==> src/rtl/pc_gen.sv <==
// Program-counter generator: fetch-address handshake, stall/redirect handling and
// an optional direct-mapped BTB enabled by defining PC_GEN_BTB_EN.
module pc_gen #(
  parameter int unsigned            ADDR_WIDTH   = 32,
  parameter logic [ADDR_WIDTH-1:0]  RESET_VECTOR = '0,
  parameter int unsigned            STEP         = 4,
  parameter int unsigned            BTB_DEPTH    = 16
) (
  input  logic                  clock,
  input  logic                  reset,
  input  logic                  stall_i,
  input  logic                  fetch_ready_i,
  input  logic                  redirect_i,
  input  logic [ADDR_WIDTH-1:0] redirect_target_i,
  input  logic                  btb_update_i,
  input  logic [ADDR_WIDTH-1:0] btb_update_pc_i,
  input  logic [ADDR_WIDTH-1:0] btb_update_target_i,
  input  logic                  btb_update_taken_i,
  output logic [ADDR_WIDTH-1:0] pc_o,
  output logic                  pc_valid_o,
  output logic                  pred_taken_o,
  output logic                  flush_o,
  output logic                  misalign_o
);

  localparam int unsigned OFS  = $clog2(STEP);
  localparam int unsigned IDXW = $clog2(BTB_DEPTH);
  localparam int unsigned TAGW = ADDR_WIDTH - OFS - IDXW;

  typedef enum logic {BOOT, RUN} state_t;

  state_t                state;
  logic                  adv;
  logic                  hit;
  logic [ADDR_WIDTH-1:0] btb_target;
  logic [ADDR_WIDTH-1:0] next_pc;

`ifdef PC_GEN_BTB_EN
  logic [BTB_DEPTH-1:0]  btb_valid;
  logic [TAGW-1:0]       btb_tag [BTB_DEPTH];
  logic [ADDR_WIDTH-1:0] btb_tgt [BTB_DEPTH];
  logic [IDXW-1:0]       rd_idx;
  logic [IDXW-1:0]       wr_idx;
  logic [TAGW-1:0]       rd_tag;
  logic [TAGW-1:0]       wr_tag;
  logic                  unused_btb_low;

  assign rd_idx         = pc_o[OFS +: IDXW];
  assign rd_tag         = pc_o[ADDR_WIDTH-1 : OFS+IDXW];
  assign wr_idx         = btb_update_pc_i[OFS +: IDXW];
  assign wr_tag         = btb_update_pc_i[ADDR_WIDTH-1 : OFS+IDXW];
  assign unused_btb_low = ^btb_update_pc_i[OFS-1:0];

  // Lookup reads the array before this edge's update lands, so a same-index
  // update is only visible from the following cycle.
  assign hit        = btb_valid[rd_idx] && (btb_tag[rd_idx] == rd_tag);
  assign btb_target = btb_tgt[rd_idx];

  always_ff @(posedge clock) begin
    if (reset) begin
      btb_valid <= '0;
    end else if (btb_update_i) begin
      btb_valid[wr_idx] <= btb_update_taken_i;
    end
  end

  always_ff @(posedge clock) begin
    if (btb_update_i && btb_update_taken_i) begin
      btb_tag[wr_idx] <= wr_tag;
      btb_tgt[wr_idx] <= btb_update_target_i;
    end
  end
`else
  logic            unused_btb;
  logic [IDXW-1:0] unused_btb_idx;

  assign unused_btb     = ^{btb_update_i, btb_update_pc_i, btb_update_target_i,
                            btb_update_taken_i};
  assign unused_btb_idx = btb_update_pc_i[OFS +: IDXW];
  assign hit            = 1'b0;
  assign btb_target     = '0;
`endif

  assign pred_taken_o = hit;

  always_comb begin
    adv     = pc_valid_o & fetch_ready_i & ~stall_i;
    next_pc = pc_o;
    if (redirect_i) begin
      next_pc = {redirect_target_i[ADDR_WIDTH-1:OFS], {OFS{1'b0}}};
    end else if (adv && hit) begin
      next_pc = btb_target;
    end else if (adv) begin
      next_pc = pc_o + ADDR_WIDTH'(STEP);
    end
  end

  always_ff @(posedge clock) begin
    if (reset) begin
      state      <= BOOT;
      pc_o       <= RESET_VECTOR;
      pc_valid_o <= 1'b0;
      flush_o    <= 1'b0;
      misalign_o <= 1'b0;
    end else begin
      pc_o       <= next_pc;
      flush_o    <= redirect_i;
      misalign_o <= redirect_i & (|redirect_target_i[OFS-1:0]);
      case (state)
        BOOT: begin
          state      <= RUN;
          pc_valid_o <= 1'b1;
        end
        RUN: begin
          pc_valid_o <= 1'b1;
        end
        default: begin
          state      <= BOOT;
          pc_valid_o <= 1'b0;
        end
      endcase
    end
  end

endmodule

==> config.mk <==
export PLATFORM = sky130hd
export DESIGN_NAME = pc_gen
export DESIGN_NICKNAME = d
export VERILOG_FILES = /design/src/rtl/pc_gen.sv
export SDC_FILE = /design/constraint.sdc
export NUM_CORES = 1
export LEC_CHECK = 0
export ABC_AREA = 1
export BUFFER_PORTS_ARGS = -buffer_cell sky130_fd_sc_hd__buf_2
export CAP_MARGIN = 20
export CORE_MARGIN = 2
export CORE_UTILIZATION = 40
export CTS_CLUSTER_SIZE = 24
export DETAILED_ROUTE_END_ITERATION = 6
export GPL_ROUTABILITY_DRIVEN = 0
export GPL_TIMING_DRIVEN = 0
export MAX_ROUTING_LAYER = met4
export PLACE_DENSITY = 0.75
export SETUP_SLACK_MARGIN = 0.3
export SYNTH_ARGS = -nofsm -noshare
export SYNTH_HDL_FRONTEND = slang
export SYNTH_SLANG_ARGS = --single-unit
==> constraint.sdc <==
create_clock -name clock -period 2.9 [get_ports clock]
set_clock_uncertainty 0.1 [all_clocks]
set_input_delay 0.29 -clock clock [delete_from_list [all_inputs] [get_ports clock]]
set_output_delay 0.29 -clock clock [all_outputs]
set_load 0.03 [all_outputs]
==> impl_metrics.json <==
{
  "drv_slew": 0,
  "swShare": 0.317,
  "start_kind": "register",
  "period_minus_slack_ps": 1720,
  "worstSetupPathType": "reg -> reg",
  "antenna_found_initial": 0,
  "htreeDepth": 2,
  "routed_wl_um": 6630,
  "dpl.hpwl_um": 5220,
  "synth_area_leaders": "dfxtp_1 29%, nand2_1 15%, nand3_1 7.3%",
  "final_core_util": 0.513,
  "status": "finished clean",
  "seqPwrFrac": 0.421,
  "dr.first_iter.drc_count": 193,
  "relSlewSlack": 0.592,
  "cts.sinks": 33,
  "core_area_um2": 5470,
  "drt-pass1-iter-count": 5,
  "drive_gt1_frac": 0.268,
  "setup.worst_path.start": "pc_o[2]$_SDFFE_PP0P_",
  "yosysMostFrequentCell": "nand2_1",
  "drc": 0,
  "ios": 139,
  "via_per_inst": 5.00,
  "cts_buffers": 5,
  "syn_area_um2": 2250,
  "place_area_um2": 2690,
  "ys_seq_area_frac": 0.294,
  "wl_met1_um": 3120,
  "arrival_ps": 1810,
  "dieArea_um2": 6240,
  "topRoutingLayerUsed": "met4",
  "worst_slew_pin_slew_ps": 611,
  "timing.rr.end": "pc_o[30]$_SDFFE_PP0P_",
  "met2_length_um": 3000,
  "antenna_left": 0,
  "hold_viol_final": 0,
  "synth_top_area_frac": 0.294,
  "clk_pin_slew_ps": 80,
  "timing.fmax_mhz": 582,
  "ys_dominant_reg_cell": "dfxtp_1",
  "yosys.area.top_type": "dfxtp_1",
  "setup_viol": 0,
  "rsz0062_at_grt": "false",
  "netlist-cell-type-count": 35,
  "clockRootBuffer": "clkbuf_8",
  "yosysWarnings": 0,
  "r2r_cells": 10,
  "critPathMaxFanout": 5,
  "p_per_area_nw_per_um2": 438,
  "overflow": 0,
  "clockBufferDepth": 2,
  "grt_max_degree": 12,
  "start_util": 0.411,
  "cts_resized": 0,
  "maxCapViolCount": 0,
  "endpoint_kind": "register",
  "tritoncts": "done",
  "critical_path.max_stage_delay_ps": 420,
  "p_leak_uw": 0.00128,
  "finalSetupTns_ps": 0,
  "crit_required_ps": 3000,
  "ys_top_cells_by_count": "88 x nand2_1, 43 x inv_1, 38 x nor2_1, 33 x dfxtp_1, 33 x nand3_1",
  "cts_hold_buf": 0,
  "min_path_type": "in -> reg",
  "met3_length_um": 446,
  "ff2ff_setup_slack_ps": 1180,
  "period_share": 0.592,
  "p_comb_frac": 0.193,
  "dp_slack_ps": 1200,
  "cp_slowest_cell": "dfxtp_1",
  "hp-start": "redirect_target_i[0]",
  "grt_pass1_vias": 2301,
  "avgSynthCellArea_um2": 6.48,
  "syn_inst": 347,
  "worstSetupEndpoint": "pc_o[30]$_SDFFE_PP0P_",
  "grt_pass1_wl_um": 10800,
  "crit_top_cell": "nand3_1",
  "die_w_um": 79.0,
  "switching_power_uw": 390,
  "wl_per_cell_um": 13.3,
  "area_growth_pct": 24.8,
  "grt_use_total": 0.224,
  "path_cells": "ha_1 > nand2_2 > nor2_4 > nand3_1 > nor2_1 > nand3_1 > nand2_1 > nand3_1 > nand2_1 > inv_1",
  "postCtsSetupRepairBufs": 0,
  "async_flop_share": 0,
  "r2r-start": "pc_o[2]$_SDFFE_PP0P_",
  "synth_enable_flop_cells": 0,
  "rows": 27,
  "insertion_delay_ps": 300,
  "vias": 2486,
  "pwr-share-clk": 0.386,
  "fin_nets": 528,
  "p_int_uw": 841,
  "diodes": 0,
  "die_height_um": 79.0,
  "place.port_buffers": 68,
  "final_area_um2": 2810,
  "synth_seq_cells": 33,
  "finalWorstSetupSlack_ps": 1180,
  "peakVddDrop_mv": 0.281
}
stage by stage:
| stage | total power (uW) | std cells | hold slack [ps] |
|---|---|---|---|
| 6_report | 1230 | 497 | 87.3 |
| 3_3_place_gp | 759 | 489 | 384 |
| 4_1_cts | 1230 | 497 | 87.3 |
| 5_1_grt | 1280 | 497 | 91.2 |
| 2_1_floorplan | 680 | 349 | 274 |
| 3_5_place_dp | 765 | 489 | 393 |
how the worst min path moves through the flow:
stage,end,cells past startpoint
global route,misalign_o$_SDFF_PP0_,2
detailed placement,pc_o[2]$_SDFFE_PP0P_,1
finish,misalign_o$_SDFF_PP0_,2
floorplan,flush_o$_SDFF_PP0_,1
global placement,pc_o[2]$_SDFFE_PP0P_,1
CTS,misalign_o$_SDFF_PP0_,2
sequential cells by signal, summed over array words and instances (netlist names):
name	count
flush_o	1
misalign_o	1
pc_o	30
state	1
per-layer routing:
metal,global-route usage,vias up
li1,-,1252
met1,0.298,1128
met2,0.354,100
met3,0.0386,6
met4,0.0603,0
met5,-,-
worst max-delay path: cells and delay by family, from the launching register on:
family / cells / cell delay, ps
and+or+nand+nor: 8 / 830
adders and majority gates: 1 / 220
DFF: 1 / 420
buffers and inverters: 1 / 40
placed cells by master, fill, tap and decap left out, drive strengths merged, types with 6 or more instances in the layout:
| cell type | instances |
|---|---|
| buf | 74 |
| a21oi | 23 |
| o21ai | 15 |
| nand3 | 37 |
| dfxtp | 33 |
| nand2 | 97 |
| inv | 44 |
| xor2 | 6 |
| clkbuf | 12 |
| nor2 | 51 |
layout make-up:
cell class	instances	area, um2
Tap cell	72	90.1
Sequential cell	33	661
Timing Repair Buffer	68	340
Inverter	45	169
Fill cell	585	2670
Clock inverter	2	37.5
Clock buffer	6	82.6
Multi-Input combinational cell	259	1370
Buffer	12	62.6
power groups by stage:
| stage | clock, uW | sequential, uW | combinational, uW |
|---|---|---|---|
| 2_1_floorplan | 0 | 577 | 103 |
| 3_3_place_gp | 0 | 527 | 233 |
| 3_5_place_dp | 0 | 528 | 237 |
| 4_1_cts | 476 | 517 | 238 |
| 5_1_grt | 496 | 523 | 258 |
| 6_report | 475 | 518 | 238 |
cell families (layout without fill, tap and decap cells):
| logic type | count (synthesis) | after routing | share of synthesized area |
|---|---|---|---|
| simple gates | 196 | 196 | 0.426 |
| buf+inv | 57 | 133 | 0.103 |
| compound gates | 51 | 51 | 0.136 |
| flops | 33 | 33 | 0.294 |
| xor+xnor | 8 | 8 | 0.0345 |
| fa+ha+maj | 1 | 1 | 0.00556 |
| other cells | 1 | 3 | 0.00167 |
Power figures use the tool's default switching activity.
